File: src/rtl/game_sprite_control_multi_pkg.sv
// Shared types for the sprite motion engine: edge behaviour, sweep FSM states,
// and the speed negation used when a sprite bounces.
package game_sprite_pkg;

  typedef enum logic [1:0] {
    BOUNCE = 2'd0,
    WRAP   = 2'd1,
    STOP   = 2'd2,
    FREEZE = 2'd3
  } edge_mode_e;

  typedef enum logic {
    IDLE  = 1'b0,
    SWEEP = 1'b1
  } sweep_state_e;

  // Two's-complement negate of a w-bit value; the most negative input maps to
  // the most positive one instead of overflowing back onto itself.
  function automatic int sat_neg(input int v, input int unsigned w);
    int min_v;
    min_v = -(1 << (w - 1));
    if (v == min_v) return -(min_v + 1);
    return -v;
  endfunction

endpackage

File: src/rtl/game_sprite_axis_step.sv
// One motion step along a single axis: applies the speed, then resolves the
// screen edge according to the sprite's edge mode.
module game_sprite_axis_step
  import game_sprite_pkg::*;
#(
  parameter int unsigned W      = 10,
  parameter int unsigned SW     = 4,
  parameter int unsigned LIMIT  = 632,
  parameter int unsigned SCREEN = 640
) (
  input  logic [W-1:0]  pos_i,
  input  logic [SW-1:0] speed_i,
  input  logic [1:0]    mode_i,
  output logic [W-1:0]  pos_o,
  output logic [SW-1:0] speed_o,
  output logic          hit_o
);

  localparam int unsigned XW = W + 2;
  localparam logic signed [XW-1:0] LIM_S = XW'(LIMIT);
  localparam logic signed [XW-1:0] SCR_S = XW'(SCREEN);

  edge_mode_e             mode;
  logic signed [XW-1:0]   pos_s;
  logic signed [XW-1:0]   spd_s;
  logic signed [XW-1:0]   nxt_s;
  logic [SW-1:0]          neg_spd;

  assign mode    = edge_mode_e'(mode_i);
  assign pos_s   = $signed({2'b00, pos_i});
  assign spd_s   = $signed({{(XW - SW){speed_i[SW-1]}}, speed_i});
  assign nxt_s   = pos_s + spd_s;
  assign neg_spd = SW'(sat_neg(int'(spd_s), SW));

  always_comb begin
    pos_o   = pos_i;
    speed_o = speed_i;
    hit_o   = 1'b0;
    case (mode)
      BOUNCE, STOP: begin
        if (nxt_s[XW-1]) begin
          pos_o   = '0;
          speed_o = (mode == STOP) ? '0 : neg_spd;
          hit_o   = 1'b1;
        end else if (nxt_s > LIM_S) begin
          pos_o   = W'(LIMIT);
          speed_o = (mode == STOP) ? '0 : neg_spd;
          hit_o   = 1'b1;
        end else begin
          pos_o = W'(nxt_s);
        end
      end
      WRAP: begin
        if (nxt_s[XW-1]) begin
          pos_o = W'(nxt_s + SCR_S);
          hit_o = 1'b1;
        end else if (nxt_s >= SCR_S) begin
          pos_o = W'(nxt_s - SCR_S);
          hit_o = 1'b1;
        end else begin
          pos_o = W'(nxt_s);
        end
      end
      default: ;
    endcase
  end

endmodule

File: src/rtl/game_strobe.sv
// Free-running counter that pulses strobe_o for one cycle every 2**width cycles.
module game_strobe #(
  parameter int unsigned width = 20
) (
  input  logic clk_i,
  input  logic rst_i,
  output logic strobe_o
);

  logic [width-1:0] cnt_q;

  always_ff @(posedge clk_i or posedge rst_i) begin
    if (rst_i) cnt_q <= '0;
    else       cnt_q <= cnt_q + width'(1);
  end

  assign strobe_o = &cnt_q;

endmodule

File: src/rtl/game_sprite_control_multi.sv
// Position/velocity engine for N_SPRITES sprites; a periodic sweep steps one
// sprite per clock through a single shared pair of axis step units.
module game_sprite_control_multi
  import game_sprite_pkg::*;
#(
  parameter int unsigned N_SPRITES     = 4,
  parameter int unsigned SPRITE_WIDTH  = 8,
  parameter int unsigned SPRITE_HEIGHT = 8,
  parameter int unsigned DX_WIDTH      = 4,
  parameter int unsigned DY_WIDTH      = 4,
  parameter int unsigned screen_width  = 640,
  parameter int unsigned screen_height = 480,
  parameter int unsigned w_x           = $clog2(screen_width),
  parameter int unsigned w_y           = $clog2(screen_height),
  parameter int unsigned w_idx         = (N_SPRITES > 1) ? $clog2(N_SPRITES) : 1,
  parameter int unsigned strobe_to_update_xy_counter_width = 20
) (
  input  logic                     clk,
  input  logic                     rst_n,
  input  logic [w_idx-1:0]         wr_idx,
  input  logic                     write_xy,
  input  logic                     write_dxy,
  input  logic                     write_mode,
  input  logic [w_x-1:0]           wr_x,
  input  logic [w_y-1:0]           wr_y,
  input  logic [DX_WIDTH-1:0]      wr_dx,
  input  logic [DY_WIDTH-1:0]      wr_dy,
  input  logic [1:0]               wr_mode,
  input  logic                     enable_update,
  output logic [N_SPRITES*w_x-1:0] sprite_x,
  output logic [N_SPRITES*w_y-1:0] sprite_y,
  output logic [N_SPRITES-1:0]     edge_hit,
  output logic                     busy
);

  localparam logic [w_idx-1:0] LAST_IDX = w_idx'(N_SPRITES - 1);

  logic [w_x-1:0]      x_q  [N_SPRITES];
  logic [w_x-1:0]      x_d  [N_SPRITES];
  logic [w_y-1:0]      y_q  [N_SPRITES];
  logic [w_y-1:0]      y_d  [N_SPRITES];
  logic [DX_WIDTH-1:0] dx_q [N_SPRITES];
  logic [DX_WIDTH-1:0] dx_d [N_SPRITES];
  logic [DY_WIDTH-1:0] dy_q [N_SPRITES];
  logic [DY_WIDTH-1:0] dy_d [N_SPRITES];
  edge_mode_e          mode_q [N_SPRITES];
  edge_mode_e          mode_d [N_SPRITES];

  sweep_state_e         state_q;
  logic [w_idx-1:0]     idx_q;
  logic                 busy_q;
  logic [N_SPRITES-1:0] edge_hit_q;

  logic                strobe;
  logic                wr_valid;
  logic                collide;
  logic                do_step;
  logic [w_x-1:0]      step_x;
  logic [w_y-1:0]      step_y;
  logic [DX_WIDTH-1:0] step_dx;
  logic [DY_WIDTH-1:0] step_dy;
  logic                hit_x;
  logic                hit_y;

  game_strobe #(
    .width (strobe_to_update_xy_counter_width)
  ) u_strobe (
    .clk_i    (clk),
    .rst_i    (~rst_n),
    .strobe_o (strobe)
  );

  game_sprite_axis_step #(
    .W      (w_x),
    .SW     (DX_WIDTH),
    .LIMIT  (screen_width - SPRITE_WIDTH),
    .SCREEN (screen_width)
  ) u_step_x (
    .pos_i   (x_q[idx_q]),
    .speed_i (dx_q[idx_q]),
    .mode_i  (mode_q[idx_q]),
    .pos_o   (step_x),
    .speed_o (step_dx),
    .hit_o   (hit_x)
  );

  game_sprite_axis_step #(
    .W      (w_y),
    .SW     (DY_WIDTH),
    .LIMIT  (screen_height - SPRITE_HEIGHT),
    .SCREEN (screen_height)
  ) u_step_y (
    .pos_i   (y_q[idx_q]),
    .speed_i (dy_q[idx_q]),
    .mode_i  (mode_q[idx_q]),
    .pos_o   (step_y),
    .speed_o (step_dy),
    .hit_o   (hit_y)
  );

  // Any write aimed at the sprite under update cancels that sprite's step.
  assign wr_valid = int'(wr_idx) < int'(N_SPRITES);
  assign collide  = (write_xy | write_dxy | write_mode) && (wr_idx == idx_q);
  assign do_step  = (state_q == SWEEP) && !collide;

  always_comb begin
    x_d    = x_q;
    y_d    = y_q;
    dx_d   = dx_q;
    dy_d   = dy_q;
    mode_d = mode_q;
    if (do_step) begin
      x_d[idx_q]  = step_x;
      y_d[idx_q]  = step_y;
      dx_d[idx_q] = step_dx;
      dy_d[idx_q] = step_dy;
    end
    if (wr_valid) begin
      if (write_xy) begin
        x_d[wr_idx] = wr_x;
        y_d[wr_idx] = wr_y;
      end
      if (write_dxy) begin
        dx_d[wr_idx] = wr_dx;
        dy_d[wr_idx] = wr_dy;
      end
      if (write_mode) mode_d[wr_idx] = edge_mode_e'(wr_mode);
    end
  end

  always_ff @(posedge clk or negedge rst_n) begin
    if (!rst_n) begin
      for (int unsigned i = 0; i < N_SPRITES; i++) begin
        x_q[i]    <= '0;
        y_q[i]    <= '0;
        dx_q[i]   <= '0;
        dy_q[i]   <= '0;
        mode_q[i] <= BOUNCE;
      end
    end else begin
      x_q    <= x_d;
      y_q    <= y_d;
      dx_q   <= dx_d;
      dy_q   <= dy_d;
      mode_q <= mode_d;
    end
  end

  always_ff @(posedge clk or negedge rst_n) begin
    if (!rst_n) begin
      state_q    <= IDLE;
      idx_q      <= '0;
      busy_q     <= 1'b0;
      edge_hit_q <= '0;
    end else begin
      edge_hit_q <= '0;
      case (state_q)
        IDLE: begin
          if (strobe && enable_update) begin
            state_q <= SWEEP;
            idx_q   <= '0;
            busy_q  <= 1'b1;
          end
        end
        SWEEP: begin
          if (do_step && (hit_x || hit_y)) edge_hit_q[idx_q] <= 1'b1;
          if (idx_q == LAST_IDX) begin
            state_q <= IDLE;
            busy_q  <= 1'b0;
          end else begin
            idx_q <= idx_q + w_idx'(1);
          end
        end
        default: state_q <= IDLE;
      endcase
    end
  end

  always_comb begin
    sprite_x = '0;
    sprite_y = '0;
    for (int unsigned i = 0; i < N_SPRITES; i++) begin
      sprite_x[i*w_x +: w_x] = x_q[i];
      sprite_y[i*w_y +: w_y] = y_q[i];
    end
  end

  assign edge_hit = edge_hit_q;
  assign busy     = busy_q;

endmodule

File: config.mk
export PLATFORM = sky130hd
export DESIGN_NAME = game_sprite_control_multi
export DESIGN_NICKNAME = d
export VERILOG_FILES = /design/src/rtl/game_sprite_control_multi_pkg.sv /design/src/rtl/game_sprite_axis_step.sv /design/src/rtl/game_strobe.sv /design/src/rtl/game_sprite_control_multi.sv
export SDC_FILE = /design/constraint.sdc
export NUM_CORES = 1
export LEC_CHECK = 0
export CORE_MARGIN = 2
export CORE_UTILIZATION = 33
export CTS_BUF_LIST = sky130_fd_sc_hd__clkbuf_16
export CTS_CLUSTER_SIZE = 25
export DETAILED_ROUTE_END_ITERATION = 8
export DONT_BUFFER_PORTS = 1
export GPL_TIMING_DRIVEN = 0
export SYNTH_ARGS = -nofsm -noshare
export SYNTH_HDL_FRONTEND = slang
export SYNTH_HIERARCHICAL = 1
export SYNTH_SLANG_ARGS = --single-unit
File: constraint.sdc
create_clock -name clk -period 7.27 [get_ports clk]
set_input_delay 0 -clock clk [delete_from_list [all_inputs] [get_ports clk]]
set_output_delay 0 -clock clk [all_outputs]
set_load 0.02 [all_outputs]
# Word level (Yosys, flattened, before mapping)
# Index checks and enable logic that the tools add are counted.
# totals
regBits,144
in_bits,37
# op_classes
mux,93
bitwise_logic,5
order_cmp,10
addsub,10
n_reduce_logical,14
eq_ne,9
# ops
op,count
bitwise mux 40 bit,2
2-to-1 mux 10 bit,8
2-to-1 mux 40 bit,2
bitwise mux 36 bit,2
2-to-1 mux 36 bit,2
2-to-1 mux 4 bit,18
2-to-1 mux 9 bit,8
bitwise mux 16 bit,4
2-to-1 mux 16 bit,4
demux 10 bit (select 2 bit),2
demux 9 bit (select 2 bit),2
adder 20 x 1 -> 20 bit (second input constant),1
binary-select mux 10 bit (select 2 bit),1
case mux 10 bit (2 select lines),1
AND reduction 20 bit,1
binary-select mux 9 bit (select 2 bit),1
case mux 9 bit (2 select lines),1
binary-select mux 4 bit (select 2 bit),2
demux 4 bit (select 2 bit),2
2-to-1 mux 1 bit,15
adder 11 x 4 -> 12 bit,1
>= comparator 12 x 11 -> 1 bit (second input constant),1
greater-than comparator 12 x 11 -> 1 bit (second input constant),1
adder 10 x 4 -> 11 bit,1
other kinds (35),58

# Longest topological paths before layout
# Gate-level depths: netlist of run 1.
# logic_depth
depth_word,15
depth_mapped,20
mapped_depth_nobuf,18

# Cells and area by module
# The synthesis of run 1 kept the hierarchy.
# modules_own_cells
mod,cells_per_inst,seq_area_each_um2,n_inst,area_per_inst_um2
game_sprite_control_multi,692,3103.0,1,6870.3
game_sprite_axis_step at u_step_x,157,0.0,1,1191.1
game_sprite_axis_step at u_step_y,167,0.0,1,1191.1
game_strobe,75,500.5,1,882.1

# Worst setup path after synthesis of run 1
# OpenSTA, ideal clock, no wires.
# synth_path
kind,register to register
start,register idx_q[0]
end,register dy_q[11] in the netlist's numbering
slack_ns,2.320
n_path_buf,2
path_stages_with_launch,20
arrival_time_ns,4.868
synth_period_minus_slack_ns,4.950
path_cell_list,dfrtp_1 buf_6 clkbuf_1 mux4_2 ha_1 inv_1 fa_1 nor2b_4 o31a_1 or3_1 a221o_2 clkinv_4 ha_1 a31oi_1 nor3_4 a211oi_4 or2_4 o41ai_1 nand2_1 a31oi_1
# synth_rtl
item,line,text
from (decl),game_sprite_control_multi.sv:50,logic [w_idx-1:0] idx_q;
from (signal assigned),game_sprite_control_multi.sv:171,idx_q <= idx_q + w_idx'(1);
to (signal assigned),game_sprite_control_multi.sv:144,dy_q <= dy_d;
to (decl),game_sprite_control_multi.sv:44,logic [DY_WIDTH-1:0] dy_q [N_SPRITES];

==> run_summary.xml, run 1 <==
<?xml version="1.0" encoding="UTF-8"?>
<metrics>
  <group name="run_status">
    <metric name="run_status" unit="">finished, final reports clean</metric>
  </group>
  <group name="critical_path">
    <metric name="worstSetupPathType" unit="">flop to flop</metric>
    <metric name="maximum_net_fanout_on_the_critical_path" unit="">10</metric>
    <metric name="timing.critical_path.from_type" unit="">flop</metric>
    <metric name="timing.critical_path.arrival" unit="ns">6.78</metric>
    <metric name="critical_path_required" unit="ns">7.62</metric>
    <metric name="critical_path.endpoint_type" unit="">flop</metric>
  </group>
  <group name="timing">
    <metric name="final_setup_vio_count" unit="">0</metric>
    <metric name="post-route-period-util" unit="">0.884</metric>
    <metric name="rsz0062_at_grt" unit="">false</metric>
    <metric name="max_freq" unit="MHz">156</metric>
    <metric name="final_hold_viol_count" unit="">0</metric>
    <metric name="tns" unit="ns">0</metric>
    <metric name="worst_slew_pin_slew" unit="ns">1.05</metric>
    <metric name="maxSlewViolCount" unit="">0</metric>
    <metric name="final_period_minus_worst_setup_slack" unit="ns">6.42</metric>
    <metric name="slew_hr" unit="">0.301</metric>
    <metric name="finalClockSkew" unit="ns">0.0123</metric>
    <metric name="whs" unit="ns">0.0552</metric>
  </group>
  <group name="die">
    <metric name="die-area" unit="sq um">32100</metric>
    <metric name="row_count" unit="">64</metric>
    <metric name="io-pin-count" unit="">118</metric>
    <metric name="die_w" unit="um">179</metric>
    <metric name="die-height" unit="um">179</metric>
    <metric name="start_util" unit="">0.333</metric>
    <metric name="design.core.area" unit="sq um">30400</metric>
  </group>
  <group name="cts">
    <metric name="ctsRootBufferMaster" unit="">sky130_fd_sc_hd__clkbuf_16</metric>
    <metric name="clock_pin_slew_on_the_worst_setup_and_hold_paths" unit="ns">0.06</metric>
    <metric name="cts.htree.levels" unit="">4</metric>
    <metric name="clock_tree_from_tritoncts" unit="">yes</metric>
    <metric name="max-clock-path-buffers" unit="">2</metric>
    <metric name="cts_inserted_buffers" unit="">17</metric>
    <metric name="cts.sink_count" unit="">144</metric>
    <metric name="postCtsSetupBuffers" unit="">0</metric>
    <metric name="worst_skew_pair.late_latency" unit="ns">0.43</metric>
  </group>
  <group name="layout">
    <metric name="postLayoutCoreUtil" unit="">0.383</metric>
    <metric name="final_common_cell" unit="">sky130_fd_sc_hd__nand2_1</metric>
    <metric name="final_layout_size_suffix_gt1_frac" unit="">0.191</metric>
    <metric name="nets_final" unit="">1221</metric>
    <metric name="area_growth_synth_to_finish" unit="%">15.0</metric>
    <metric name="finish.instance_area" unit="sq um">11700</metric>
    <metric name="most-common-layout-cells" unit="">sky130_fd_sc_hd__nand2_1 (215), sky130_fd_sc_hd__dfrtp_1 (144), sky130_fd_sc_hd__nor2_1 (139)</metric>
  </group>
  <group name="grt">
    <metric name="first_pass_grt_wire_length" unit="um">53400</metric>
    <metric name="grt_antenna_before_repair" unit="">5</metric>
    <metric name="grt_max_degree" unit="">126</metric>
    <metric name="grt_pass1_vias" unit="">8643</metric>
    <metric name="grt_overflow_total" unit="">0</metric>
    <metric name="groute.usage.overall" unit="">0.223</metric>
  </group>
  <group name="synth">
    <metric name="post_synth_num_cell_types" unit="">97</metric>
    <metric name="main_synth_ff_type" unit="">sky130_fd_sc_hd__dfrtp_1</metric>
    <metric name="synth_edf_count" unit="">0</metric>
    <metric name="synth_warnings" unit="">6</metric>
    <metric name="synth_cells" unit="">1091</metric>
    <metric name="async_flop_share" unit="">1.00</metric>
    <metric name="mappedNetlistArea" unit="sq um">10100</metric>
    <metric name="synth_seq_area_share" unit="">0.356</metric>
    <metric name="post_synthesis_net_count" unit="">1164</metric>
    <metric name="yosys_register_bits" unit="">144</metric>
    <metric name="synth.avg_cell_area" unit="sq um">9.29</metric>
  </group>
  <group name="drt">
    <metric name="detailed_route_drc_error_count" unit="">0</metric>
    <metric name="drtAntennaViolNets" unit="">0</metric>
    <metric name="routed_wirelength" unit="um">35400</metric>
    <metric name="post_drt_wl_per_cell" unit="um">22.7</metric>
    <metric name="drt-vias-per-instance" unit="">5.71</metric>
    <metric name="num_vias" unit="">8917</metric>
    <metric name="number_of_detailed_route_iterations_in_the_first_pass" unit="">6</metric>
    <metric name="detailedRoute.firstIterationViolations" unit="">972</metric>
  </group>
  <group name="run">
    <metric name="timing.max_cap.violations" unit="">0</metric>
  </group>
  <group name="power">
    <metric name="power.switching_fraction" unit="">0.419</metric>
    <metric name="power.leakage" unit="nW">4.86</metric>
    <metric name="clock_share_of_power" unit="">0.271</metric>
    <metric name="power.density" unit="nW/um^2">300</metric>
    <metric name="p_total" unit="mW">3.49</metric>
    <metric name="sequentialPowerShare" unit="">0.320</metric>
    <metric name="combPwrFrac" unit="">0.409</metric>
    <metric name="vdd_drop_max" unit="uV">199</metric>
    <metric name="power_switching" unit="mW">1.46</metric>
    <metric name="internal-power" unit="mW">2.03</metric>
  </group>
  <group name="placed_design">
    <metric name="post_dp_cell_area" unit="sq um">10600</metric>
    <metric name="gp_congestion" unit="">0.935</metric>
    <metric name="dp.final_hpwl" unit="um">25400</metric>
    <metric name="placement.io_buffers" unit="">0</metric>
  </group>
  <group name="min_path">
    <metric name="timing.hold.worst.class" unit="">primary input to flop</metric>
  </group>
</metrics>
## cells in the mapped netlist (6+ instances only)
master                     number  area, sq um
sky130_fd_sc_hd__a21o_1         6         45.0
sky130_fd_sc_hd__a21oi_1       25          125
sky130_fd_sc_hd__a31oi_1       77          482
sky130_fd_sc_hd__a31oi_2       38          475
sky130_fd_sc_hd__and3_1        11         68.8
sky130_fd_sc_hd__buf_12         8          160
sky130_fd_sc_hd__buf_2          9         45.0
sky130_fd_sc_hd__buf_6          6         67.6
sky130_fd_sc_hd__clkbuf_1      21         78.8
sky130_fd_sc_hd__dfrtp_1      144         3600
sky130_fd_sc_hd__ha_1          34          425
sky130_fd_sc_hd__inv_1         29          109
sky130_fd_sc_hd__mux2_2         9          101
sky130_fd_sc_hd__mux2i_1        7         70.1
sky130_fd_sc_hd__mux4_2        29          653
sky130_fd_sc_hd__nand2_1      215          807
sky130_fd_sc_hd__nand2_2       38          238
sky130_fd_sc_hd__nand2b_1       6         37.5
sky130_fd_sc_hd__nand3_1       16         80.1
sky130_fd_sc_hd__nor2_1       139          522
sky130_fd_sc_hd__nor3_1        11         55.1
sky130_fd_sc_hd__o21a_1         6         45.0
sky130_fd_sc_hd__o21ai_0       24          120
sky130_fd_sc_hd__o31ai_1        6         45.0
sky130_fd_sc_hd__xnor2_1       22          193
sky130_fd_sc_hd__xor2_1        13          114
## timing repair
action	in CTS	in global routing
hold buffers	38	0
gates resized for setup	0	0
endpoints found under the hold margin	264	0
## final timing paths
check                                        startpoint                            to  slack, ns  cells past startpoint
min in group asynchronous                         rst_n         edge_hit[1]$_DFF_PN0_       0.21                      2
hold / removal                                wr_idx[1]         mode_q[2]$_DFFE_PN0P_       0.06                      3
max in group asynchronous                         rst_n  u_strobe/cnt_q[16]$_DFF_PP0_       5.88                      4
setup reg to reg                   idx_q[1]$_DFFE_PN0P_         sprite_x[7]$_DFF_PN0_       0.85                     17
setup / recovery                   idx_q[1]$_DFFE_PN0P_         sprite_x[7]$_DFF_PN0_       0.85                     17
hold reg to reg            u_strobe/cnt_q[19]$_DFF_PP0_  u_strobe/cnt_q[19]$_DFF_PP0_       0.46                      1
## power by group through the flow
stage | sequential [mW] | clock (mW) | combinational (mW)
global route | 1.14 | 0.996 | 1.56
global placement | 1.13 | 0 | 1.34
finish | 1.12 | 0.946 | 1.43
floorplan | 1.08 | 0 | 1.07
CTS | 1.12 | 0.963 | 1.40
detailed placement | 1.13 | 0 | 1.35
## logic make-up after synthesis
kind of cell	share of synthesized area
xor gates and xnor gates	0.0351
and+or+nand+nor	0.220
buffers and inverters	0.0607
DFF	0.356
AOI/OAI and AO/OA	0.202
adders and majority gates	0.0459
muxes	0.0814
## flip-flops by register name (all words and copies together) (netlist names), 2 cells and up
signal / cells
sprite_x: 40
dx_q: 16
edge_hit: 4
mode_q: 8
u_strobe/cnt_q: 20
dy_q: 16
idx_q: 2
sprite_y: 36
## routing by layer
layer  vias up  share of wire  GRT usage
met4         2          0.021     0.0706
li1       4036              -          -
met3        48           0.10     0.0759
met5         -        0.00037          0
met2       409           0.45      0.350
met1      4422           0.42      0.289
## worst max-delay path, cell delays in order (launching register included)
cell                       delay (ns)
sky130_fd_sc_hd__dfrtp_1         0.56
sky130_fd_sc_hd__buf_2           0.43
sky130_fd_sc_hd__buf_1           0.72
sky130_fd_sc_hd__mux4_2          0.43
sky130_fd_sc_hd__ha_1            0.39
sky130_fd_sc_hd__a21o_1          0.22
sky130_fd_sc_hd__a22oi_1         0.35
sky130_fd_sc_hd__a21oi_1         0.16
sky130_fd_sc_hd__xor2_1          0.49
sky130_fd_sc_hd__ha_1            0.32
sky130_fd_sc_hd__or4b_2          0.61
sky130_fd_sc_hd__nor4b_2         0.45
sky130_fd_sc_hd__nand2_1         0.14
sky130_fd_sc_hd__a21boi_1        0.16
sky130_fd_sc_hd__o21ai_0         0.12
sky130_fd_sc_hd__o21ai_0         0.47
sky130_fd_sc_hd__nand2_1         0.10
sky130_fd_sc_hd__a31oi_1         0.19
## layout make-up
cell class	instances	area, sq um
Buffer	59	477
Clock buffer	17	425
Multi-Input combinational cell	853	5920
Antenna cell	4	10.0
Sequential cell	144	3600
Clock inverter	15	191
Inverter	35	139
Timing Repair Buffer	38	398
Tap cell	396	495
Fill cell	3074	18800
## per-stage QoR
stage | instances | setup slack (ns)
6_report | 1561 | 0.846
3_5_place_dp | 1487 | 1.02
5_1_grt | 1560 | 0.560
4_1_cts | 1557 | 0.993
2_1_floorplan | 1091 | 2.32
3_3_place_gp | 1487 | 0.963
Note: power is estimated with default switching activity, not from simulation.
==> run 2: changes to the inputs <==
--- a/config.mk
+++ b/config.mk
@@ -7,11 +7,11 @@
 export LEC_CHECK = 0
 export CORE_MARGIN = 2
 export CORE_UTILIZATION = 33
-export CTS_BUF_LIST = sky130_fd_sc_hd__clkbuf_16
 export CTS_CLUSTER_SIZE = 25
 export DETAILED_ROUTE_END_ITERATION = 8
 export DONT_BUFFER_PORTS = 1
 export GPL_TIMING_DRIVEN = 0
+export HOLD_SLACK_MARGIN = 0.08
 export SYNTH_ARGS = -nofsm -noshare
 export SYNTH_HDL_FRONTEND = slang
 export SYNTH_HIERARCHICAL = 1
==> constraint.sdc (replaced) <==
create_clock -name clk -period 6.35 [get_ports clk]
set_input_delay 0 -clock clk [delete_from_list [all_inputs] [get_ports clk]]
set_output_delay 0 -clock clk [all_outputs]
set_load 0.02 [all_outputs]
==> run 2 against run 1 <==
Net effect: first-iteration DRC count increased by 1.4%; non-clock buffer count increased by 3; register-to-register slack got worse by 0.47 ns; highest routed layer unchanged; flip-flop and latch count stayed put; worst hold slack better by 0.064 ns; final area grew 0.58%; critical endpoint unchanged; clock skew shrank 0.0034 ns; worst setup slack worse by 0.47 ns; die area stayed put.
==> run_summary.xml, run 2 (synthesis results as in run 1) <==
<?xml version="1.0" encoding="UTF-8"?>
<metrics>
  <group name="power">
    <metric name="power.leakage" unit="nW">4.89</metric>
    <metric name="sequentialPowerShare" unit="">0.318</metric>
    <metric name="combPwrFrac" unit="">0.407</metric>
    <metric name="power_switching" unit="mW">1.68</metric>
    <metric name="internal-power" unit="mW">2.35</metric>
    <metric name="power.switching_fraction" unit="">0.416</metric>
    <metric name="p_total" unit="mW">4.03</metric>
    <metric name="vdd_drop_max" unit="uV">241</metric>
    <metric name="clock_share_of_power" unit="">0.275</metric>
    <metric name="power.density" unit="nW/um^2">344</metric>
  </group>
  <group name="cts">
    <metric name="ctsRootBufferMaster" unit="">sky130_fd_sc_hd__clkbuf_16</metric>
    <metric name="clock_pin_slew_on_the_worst_setup_and_hold_paths" unit="ns">0.07</metric>
    <metric name="cts_inserted_buffers" unit="">17</metric>
    <metric name="cts.sink_count" unit="">144</metric>
    <metric name="worst_skew_pair.late_latency" unit="ns">0.43</metric>
    <metric name="max-clock-path-buffers" unit="">2</metric>
    <metric name="cts.htree.levels" unit="">4</metric>
    <metric name="clock_tree_from_tritoncts" unit="">yes</metric>
  </group>
  <group name="timing">
    <metric name="final_period_minus_worst_setup_slack" unit="ns">5.97</metric>
    <metric name="tns" unit="ns">0</metric>
    <metric name="finalClockSkew" unit="ns">0.00883</metric>
    <metric name="maxSlewViolCount" unit="">0</metric>
    <metric name="final_setup_vio_count" unit="">0</metric>
    <metric name="rsz0062_at_grt" unit="">false</metric>
    <metric name="worst_slew_pin_slew" unit="ns">1.07</metric>
    <metric name="post-route-period-util" unit="">0.940</metric>
    <metric name="final_hold_viol_count" unit="">0</metric>
    <metric name="slew_hr" unit="">0.286</metric>
    <metric name="whs" unit="ns">0.120</metric>
    <metric name="max_freq" unit="MHz">167</metric>
  </group>
  <group name="die">
    <metric name="design.core.area" unit="sq um">30400</metric>
    <metric name="start_util" unit="">0.333</metric>
    <metric name="io-pin-count" unit="">118</metric>
    <metric name="die_w" unit="um">179</metric>
    <metric name="die-height" unit="um">179</metric>
    <metric name="die-area" unit="sq um">32100</metric>
    <metric name="row_count" unit="">64</metric>
  </group>
  <group name="grt">
    <metric name="grt_pass1_vias" unit="">8633</metric>
    <metric name="grt_max_degree" unit="">126</metric>
    <metric name="groute.usage.overall" unit="">0.224</metric>
    <metric name="grt_antenna_before_repair" unit="">5</metric>
    <metric name="grt_overflow_total" unit="">0</metric>
    <metric name="first_pass_grt_wire_length" unit="um">53600</metric>
  </group>
  <group name="layout">
    <metric name="nets_final" unit="">1224</metric>
    <metric name="fill_cells" unit="">3073</metric>
    <metric name="area_growth_synth_to_finish" unit="%">15.7</metric>
    <metric name="postLayoutCoreUtil" unit="">0.385</metric>
    <metric name="most-common-layout-cells" unit="">sky130_fd_sc_hd__nand2_1 (215), sky130_fd_sc_hd__dfrtp_1 (144), sky130_fd_sc_hd__nor2_1 (139)</metric>
    <metric name="final_layout_size_suffix_gt1_frac" unit="">0.196</metric>
    <metric name="final_common_cell" unit="">sky130_fd_sc_hd__nand2_1</metric>
    <metric name="largest_register_ff_count" unit="">40</metric>
  </group>
  <group name="drt">
    <metric name="post_drt_wl_per_cell" unit="um">22.7</metric>
    <metric name="detailed_route_drc_error_count" unit="">0</metric>
    <metric name="drtAntennaViolNets" unit="">0</metric>
    <metric name="num_vias" unit="">8915</metric>
    <metric name="drt-vias-per-instance" unit="">5.70</metric>
    <metric name="number_of_detailed_route_iterations_in_the_first_pass" unit="">7</metric>
    <metric name="routed_wirelength" unit="um">35400</metric>
    <metric name="detailedRoute.firstIterationViolations" unit="">986</metric>
  </group>
  <group name="run">
    <metric name="timing.max_cap.violations" unit="">0</metric>
  </group>
  <group name="placed_design">
    <metric name="placement.io_buffers" unit="">0</metric>
    <metric name="gp_congestion" unit="">0.935</metric>
    <metric name="dp.final_hpwl" unit="um">25400</metric>
  </group>
  <group name="critical_path">
    <metric name="cp_slowest_stage_delay" unit="ns">0.74</metric>
    <metric name="maximum_net_fanout_on_the_critical_path" unit="">10</metric>
    <metric name="worstSetupPathType" unit="">flop to flop</metric>
    <metric name="slowest_stage" unit="">sky130_fd_sc_hd__clkbuf_1</metric>
    <metric name="critical_path_required" unit="ns">6.70</metric>
    <metric name="timing.critical_path.from_type" unit="">flop</metric>
    <metric name="r2r.worst_path.cells" unit="">17</metric>
    <metric name="timing.critical_path.arrival" unit="ns">6.32</metric>
    <metric name="path_cells" unit="">buf_6, clkbuf_1, mux4_2, ha_1, a21o_1, a22oi_1, a21oi_1, xor2_2, ha_1, or4b_2, nor4b_2, nand2_1, a21boi_1, o21ai_0, o21ai_0, nand2_1, a31oi_1</metric>
    <metric name="critical_path.endpoint_type" unit="">flop</metric>
  </group>
  <group name="min_path">
    <metric name="timing.hold.worst.class" unit="">primary input to asynchronous set/reset pin</metric>
  </group>
  <group name="run_status">
    <metric name="run_status" unit="">finished, final reports clean</metric>
  </group>
</metrics>
-- run 2: changes by cell type in the layout (fill, tap and decap cells not counted), moves of 2 or more --
cell / change
sky130_fd_sc_hd__clkinv_1: -2
sky130_fd_sc_hd__clkbuf_8: +2
sky130_fd_sc_hd__dlygate4sd3_1: +3
sky130_fd_sc_hd__buf_1: -2
sky130_fd_sc_hd__clkbuf_2: +2
-- run 2: per-stage QoR --
step                cell area (sq um)  setup WS, ns  cells
finish                          11700         0.378   1564
global route                    11700        0.0569   1563
CTS                             11700        0.0540   1560
detailed placement              10600        0.0992   1487
global placement                10600        0.0426   1487
floorplan                       10100          1.40   1091
-- run 2: layout make-up --
| class | instances | area, sq um | share of cell area |
|---|---|---|---|
| Timing Repair Buffer | 41 | 428 | 0.0365 |
| Buffer | 59 | 479 | 0.0409 |
| Clock inverter | 12 | 180 | 0.0154 |
| Tap cell | 396 | 495 | 0.0423 |
| Inverter | 35 | 139 | 0.0118 |
| Clock buffer | 20 | 457 | 0.0390 |
| Sequential cell | 144 | 3600 | 0.307 |
| Multi-Input combinational cell | 853 | 5930 | 0.506 |
| Antenna cell | 4 | 10.0 | 0.000854 |
-- run 2: power by group through the flow --
stage	Clock [mW]	Sequential, mW	Combinational (mW)
global placement	0	1.29	1.53
finish	1.11	1.28	1.64
CTS	1.13	1.28	1.61
floorplan	0	1.24	1.22
detailed placement	0	1.29	1.55
global route	1.17	1.30	1.80
-- run 2: per-layer routing --
| layer | vias to the layer above | track usage | wire [um] |
|---|---|---|---|
| met5 | - | 0 | 13 |
| met4 | 2 | 0.0649 | 591 |
| met3 | 42 | 0.0782 | 4040 |
| met2 | 419 | 0.352 | 16200 |
| met1 | 4409 | 0.291 | 14600 |
| li1 | 4043 | - | - |
-- run 2: critical path: cells and delay by family (launching register included) --
family | cells | cell delay (ns)
compound gates | 7 | 1.71
xor+xnor | 1 | 0.34
simple gates | 4 | 1.29
mux | 1 | 0.57
fa+ha+maj | 2 | 0.70
buf+inv | 2 | 0.88
flops | 1 | 0.38
-- run 2: path summary, 6_finish.rpt --
path                                         startpoint                            to  slack [ns]
max reg2reg                        idx_q[0]$_DFFE_PN0P_         sprite_x[7]$_DFF_PN0_        0.38
min reg2reg                u_strobe/cnt_q[19]$_DFF_PP0_  u_strobe/cnt_q[19]$_DFF_PP0_        0.46
max in group asynchronous                         rst_n  u_strobe/cnt_q[16]$_DFF_PP0_        4.94
min                                               rst_n        sprite_x[38]$_DFF_PN0_        0.12
max                                idx_q[0]$_DFFE_PN0P_         sprite_x[7]$_DFF_PN0_        0.38
min in group clk                               write_xy        sprite_x[22]$_DFF_PN0_        0.19
-- run 2: what timing repair did --
action / in CTS / in global routing
hold endpoints to repair: 264 / 0
buffers inserted: 0 / 0
hold buffers: 41 / 0
setup endpoints to repair: 0 / 27
resized for setup: 0 / 5
==> run 3: changes to the inputs <==
--- a/config.mk
+++ b/config.mk
@@ -14,5 +14,4 @@
 export HOLD_SLACK_MARGIN = 0.08
 export SYNTH_ARGS = -nofsm -noshare
 export SYNTH_HDL_FRONTEND = slang
-export SYNTH_HIERARCHICAL = 1
 export SYNTH_SLANG_ARGS = --single-unit
==> run 3 against run 2 <==
Net effect: worst hold slack improved by 0.025 ns; register-to-register slack improved by 0.11 ns; clock power decreased by 5%; via count increased by 5.6%; clock skew increased by 0.0072 ns; non-clock buffer count increased by 3; largest power group unchanged.
==> run_summary.xml, run 3 <==
<?xml version="1.0" encoding="UTF-8"?>
<metrics>
  <group name="run_status">
    <metric name="run_status" unit="">finished, final reports clean</metric>
  </group>
  <group name="drt">
    <metric name="drtAntennaViolNets" unit="">0</metric>
    <metric name="drt-vias-per-instance" unit="">6.02</metric>
    <metric name="detailed_route_drc_error_count" unit="">0</metric>
    <metric name="number_of_detailed_route_iterations_in_the_first_pass" unit="">7</metric>
    <metric name="routed_wirelength" unit="um">37900</metric>
    <metric name="post_drt_wl_per_cell" unit="um">24.2</metric>
    <metric name="num_vias" unit="">9410</metric>
    <metric name="detailedRoute.firstIterationViolations" unit="">1234</metric>
  </group>
  <group name="synth">
    <metric name="yosys-top-cells-count" unit="">sky130_fd_sc_hd__dfrtp_1 (144), sky130_fd_sc_hd__nand2_1 (135), sky130_fd_sc_hd__o21ai_0 (110)</metric>
    <metric name="adder_cell_share_of_the_synthesized_area" unit="">0.0463</metric>
    <metric name="yosys_register_bits" unit="">144</metric>
    <metric name="main_synth_ff_type" unit="">sky130_fd_sc_hd__dfrtp_1</metric>
    <metric name="post-synth-top-area-fraction" unit="">0.369</metric>
    <metric name="synth_edf_count" unit="">0</metric>
    <metric name="post_synthesis_net_count" unit="">1180</metric>
    <metric name="yosys.cell_count.top_type" unit="">sky130_fd_sc_hd__dfrtp_1</metric>
    <metric name="synth_top_cells_by_area" unit="">sky130_fd_sc_hd__dfrtp_1 (37%), sky130_fd_sc_hd__mux4_2 (5.8%), sky130_fd_sc_hd__o21ai_0 (5.6%)</metric>
    <metric name="synth_top_family_by_area" unit="">compound AO/OA/AOI/OAI gates</metric>
    <metric name="cell_type_contributing_the_most_total_cell_area_after_synthesis" unit="">sky130_fd_sc_hd__dfrtp_1</metric>
    <metric name="mappedNetlistArea" unit="sq um">9780</metric>
    <metric name="area_fraction_in_compound_gates_after_synthesis" unit="">0.231</metric>
    <metric name="synth.avg_cell_area" unit="sq um">8.83</metric>
    <metric name="async_flop_share" unit="">1.00</metric>
    <metric name="synth_seq_area_share" unit="">0.369</metric>
    <metric name="post_synth_num_cell_types" unit="">89</metric>
    <metric name="synth_cells" unit="">1108</metric>
    <metric name="mux_share_of_post_synthesis_cell_area" unit="">0.0828</metric>
    <metric name="synth_warnings" unit="">0</metric>
    <metric name="synth_xor_area_frac" unit="">0.0278</metric>
    <metric name="yosys.area_share.simple" unit="">0.200</metric>
  </group>
  <group name="critical_path">
    <metric name="critical_path_required" unit="ns">6.66</metric>
    <metric name="maximum_net_fanout_on_the_critical_path" unit="">28</metric>
    <metric name="timing.critical_path.arrival" unit="ns">6.17</metric>
    <metric name="critical_path.endpoint_type" unit="">flop</metric>
    <metric name="worstSetupPathType" unit="">flop to flop</metric>
    <metric name="slowest_stage" unit="">sky130_fd_sc_hd__buf_2</metric>
    <metric name="timing.critical_path.from_type" unit="">flop</metric>
    <metric name="cp_slowest_stage_delay" unit="ns">0.76</metric>
    <metric name="path_cells" unit="">buf_2, buf_2, mux4_2, ha_1, fa_1, a211oi_4, nor4b_1, or3_1, clkbuf_2, ha_1, o21ai_1, nor4_4, a2111oi_4, o21a_1, o21ai_0, a21oi_1, o21ai_0</metric>
  </group>
  <group name="timing">
    <metric name="rsz0062_at_grt" unit="">false</metric>
    <metric name="max_freq" unit="MHz">171</metric>
    <metric name="maxSlewViolCount" unit="">0</metric>
    <metric name="final_setup_vio_count" unit="">0</metric>
    <metric name="final.setup.worst_slack" unit="ns">0.486</metric>
    <metric name="worst_slew_pin_slew" unit="ns">1.13</metric>
    <metric name="final_hold_viol_count" unit="">0</metric>
    <metric name="tns" unit="ns">0</metric>
    <metric name="post-route-period-util" unit="">0.923</metric>
    <metric name="finalClockSkew" unit="ns">0.0160</metric>
    <metric name="slew_hr" unit="">0.247</metric>
    <metric name="whs" unit="ns">0.145</metric>
    <metric name="final_period_minus_worst_setup_slack" unit="ns">5.86</metric>
  </group>
  <group name="cts">
    <metric name="cts.sink_count" unit="">144</metric>
    <metric name="ctsRootBufferMaster" unit="">sky130_fd_sc_hd__clkbuf_16</metric>
    <metric name="post_cts.resized_instances" unit="">0</metric>
    <metric name="postCtsSetupBuffers" unit="">0</metric>
    <metric name="cts.htree.levels" unit="">4</metric>
    <metric name="clock_pin_slew_on_the_worst_setup_and_hold_paths" unit="ns">0.07</metric>
    <metric name="cts_inserted_buffers" unit="">17</metric>
    <metric name="max-clock-path-buffers" unit="">2</metric>
    <metric name="clock_tree_from_tritoncts" unit="">yes</metric>
    <metric name="worst_skew_pair.late_latency" unit="ns">0.44</metric>
  </group>
  <group name="grt">
    <metric name="grt_overflow_total" unit="">0</metric>
    <metric name="grt_max_degree" unit="">145</metric>
    <metric name="grt_antenna_before_repair" unit="">1</metric>
    <metric name="groute.usage.overall" unit="">0.244</metric>
    <metric name="first_pass_grt_wire_length" unit="um">57000</metric>
    <metric name="grt_pass1_vias" unit="">9052</metric>
  </group>
  <group name="power">
    <metric name="vdd_drop_max" unit="uV">189</metric>
    <metric name="power.leakage" unit="nW">4.79</metric>
    <metric name="p_total" unit="mW">3.92</metric>
    <metric name="power.density" unit="nW/um^2">350</metric>
  </group>
  <group name="layout">
    <metric name="most-common-layout-cells" unit="">sky130_fd_sc_hd__dfrtp_1 (144), sky130_fd_sc_hd__nand2_1 (135), sky130_fd_sc_hd__o21ai_0 (110)</metric>
    <metric name="area_growth_synth_to_finish" unit="%">14.7</metric>
    <metric name="final_cells" unit="">1562</metric>
    <metric name="fill_cells" unit="">2954</metric>
    <metric name="nets_final" unit="">1230</metric>
    <metric name="largest_register_ff_count" unit="">40</metric>
    <metric name="final_layout_size_suffix_gt1_frac" unit="">0.105</metric>
    <metric name="final_common_cell" unit="">sky130_fd_sc_hd__dfrtp_1</metric>
  </group>
  <group name="die">
    <metric name="row_count" unit="">63</metric>
    <metric name="design.core.area" unit="sq um">29400</metric>
    <metric name="start_util" unit="">0.333</metric>
    <metric name="die-area" unit="sq um">31000</metric>
    <metric name="die_w" unit="um">176</metric>
    <metric name="die-height" unit="um">176</metric>
    <metric name="io-pin-count" unit="">118</metric>
  </group>
  <group name="placed_design">
    <metric name="placement.io_buffers" unit="">0</metric>
    <metric name="dp.final_hpwl" unit="um">27100</metric>
    <metric name="dp_slack" unit="ns">-0.616</metric>
    <metric name="dpl.cell_count" unit="">1498</metric>
    <metric name="gp_congestion" unit="">0.983</metric>
  </group>
  <group name="run">
    <metric name="timing.max_cap.violations" unit="">0</metric>
  </group>
  <group name="min_path">
    <metric name="timing.hold.worst.class" unit="">primary input to flop</metric>
  </group>
</metrics>
==> run 3: final timing paths <==
check | from | endpoint | slack (ns) | cells after the start
max | idx_q[1]$_DFFE_PN0P_ | dy_q[7]$_DFF_PN0_ | 0.49 | 17
min | write_dxy | dx_q[9]$_DFF_PN0_ | 0.14 | 5
max reg2reg | idx_q[1]$_DFFE_PN0P_ | dy_q[7]$_DFF_PN0_ | 0.49 | 17
min reg2reg | u_strobe.cnt_q[4]$_DFF_PN0_ | u_strobe.cnt_q[4]$_DFF_PN0_ | 0.47 | 1
max in group asynchronous | rst_n | sprite_y[25]$_DFF_PN0_ | 5.54 | 2
min in group asynchronous | rst_n | u_strobe.cnt_q[8]$_DFF_PN0_ | 0.25 | 2
==> run 3: cell type report <==
type / instances / area [sq um] / share of cell area
multi-input cells: 863 / 5750 / 0.513
flip-flops and latches: 144 / 3600 / 0.321
well taps: 390 / 488 / 0.0435
clock buffers: 18 / 439 / 0.0392
repair buffers: 34 / 358 / 0.0319
plain buffers: 69 / 305 / 0.0272
clock inverters: 14 / 160 / 0.0143
inverters: 29 / 109 / 0.00971
diodes: 1 / 2.50 / 0.000223
==> run 3: what timing repair did <==
action | CTS | global route
hold endpoints to repair | 264 | 0
hold buffers | 34 | 0
setup endpoints to repair | 92 | 21
==> run 3: per-layer routing <==
metal  vias up  share of wire  global-route usage
met5         -        0.00024                   0
li1       4156              -                   -
met3        79           0.12              0.0773
met4         2          0.029              0.0778
met1      4575           0.40               0.321
met2       598           0.45               0.380
==> run 3: worst max-delay path: cells and delay by family (launching register included) <==
family | cells | cell delay [ns]
adders and majority gates | 3 | 0.96
DFF | 1 | 0.37
and+or+nand+nor | 3 | 0.53
muxes | 1 | 0.50
AOI/OAI and AO/OA | 7 | 2.16
buffers and inverters | 3 | 1.19
==> run 3: through the flow <==
step            util  instance area, sq um
6_report       0.381                 11200
4_1_cts        0.381                 11200
3_5_place_dp   0.349                 10300
3_3_place_gp   0.349                 10300
5_1_grt        0.381                 11200
2_1_floorplan      -                  9780
==> run 3: kinds of logic (layout without fill, tap and decap cells) <==
family / after synthesis / after routing
AO/OA/AOI/OAI: 354 / 354
XOR/XNOR: 31 / 31
adder cells (fa/ha/maj): 35 / 35
buffers and inverters: 101 / 164
flip-flops: 144 / 144
multiplexers: 45 / 45
other: 0 / 1
AND/OR/NAND/NOR: 398 / 398
==> run 3: power by group <==
part	internal (mW)	total (mW)	switching, mW
Clock	0.572	1.06	0.489
Sequential	1.04	1.25	0.217
Combinational	0.593	1.61	1.01
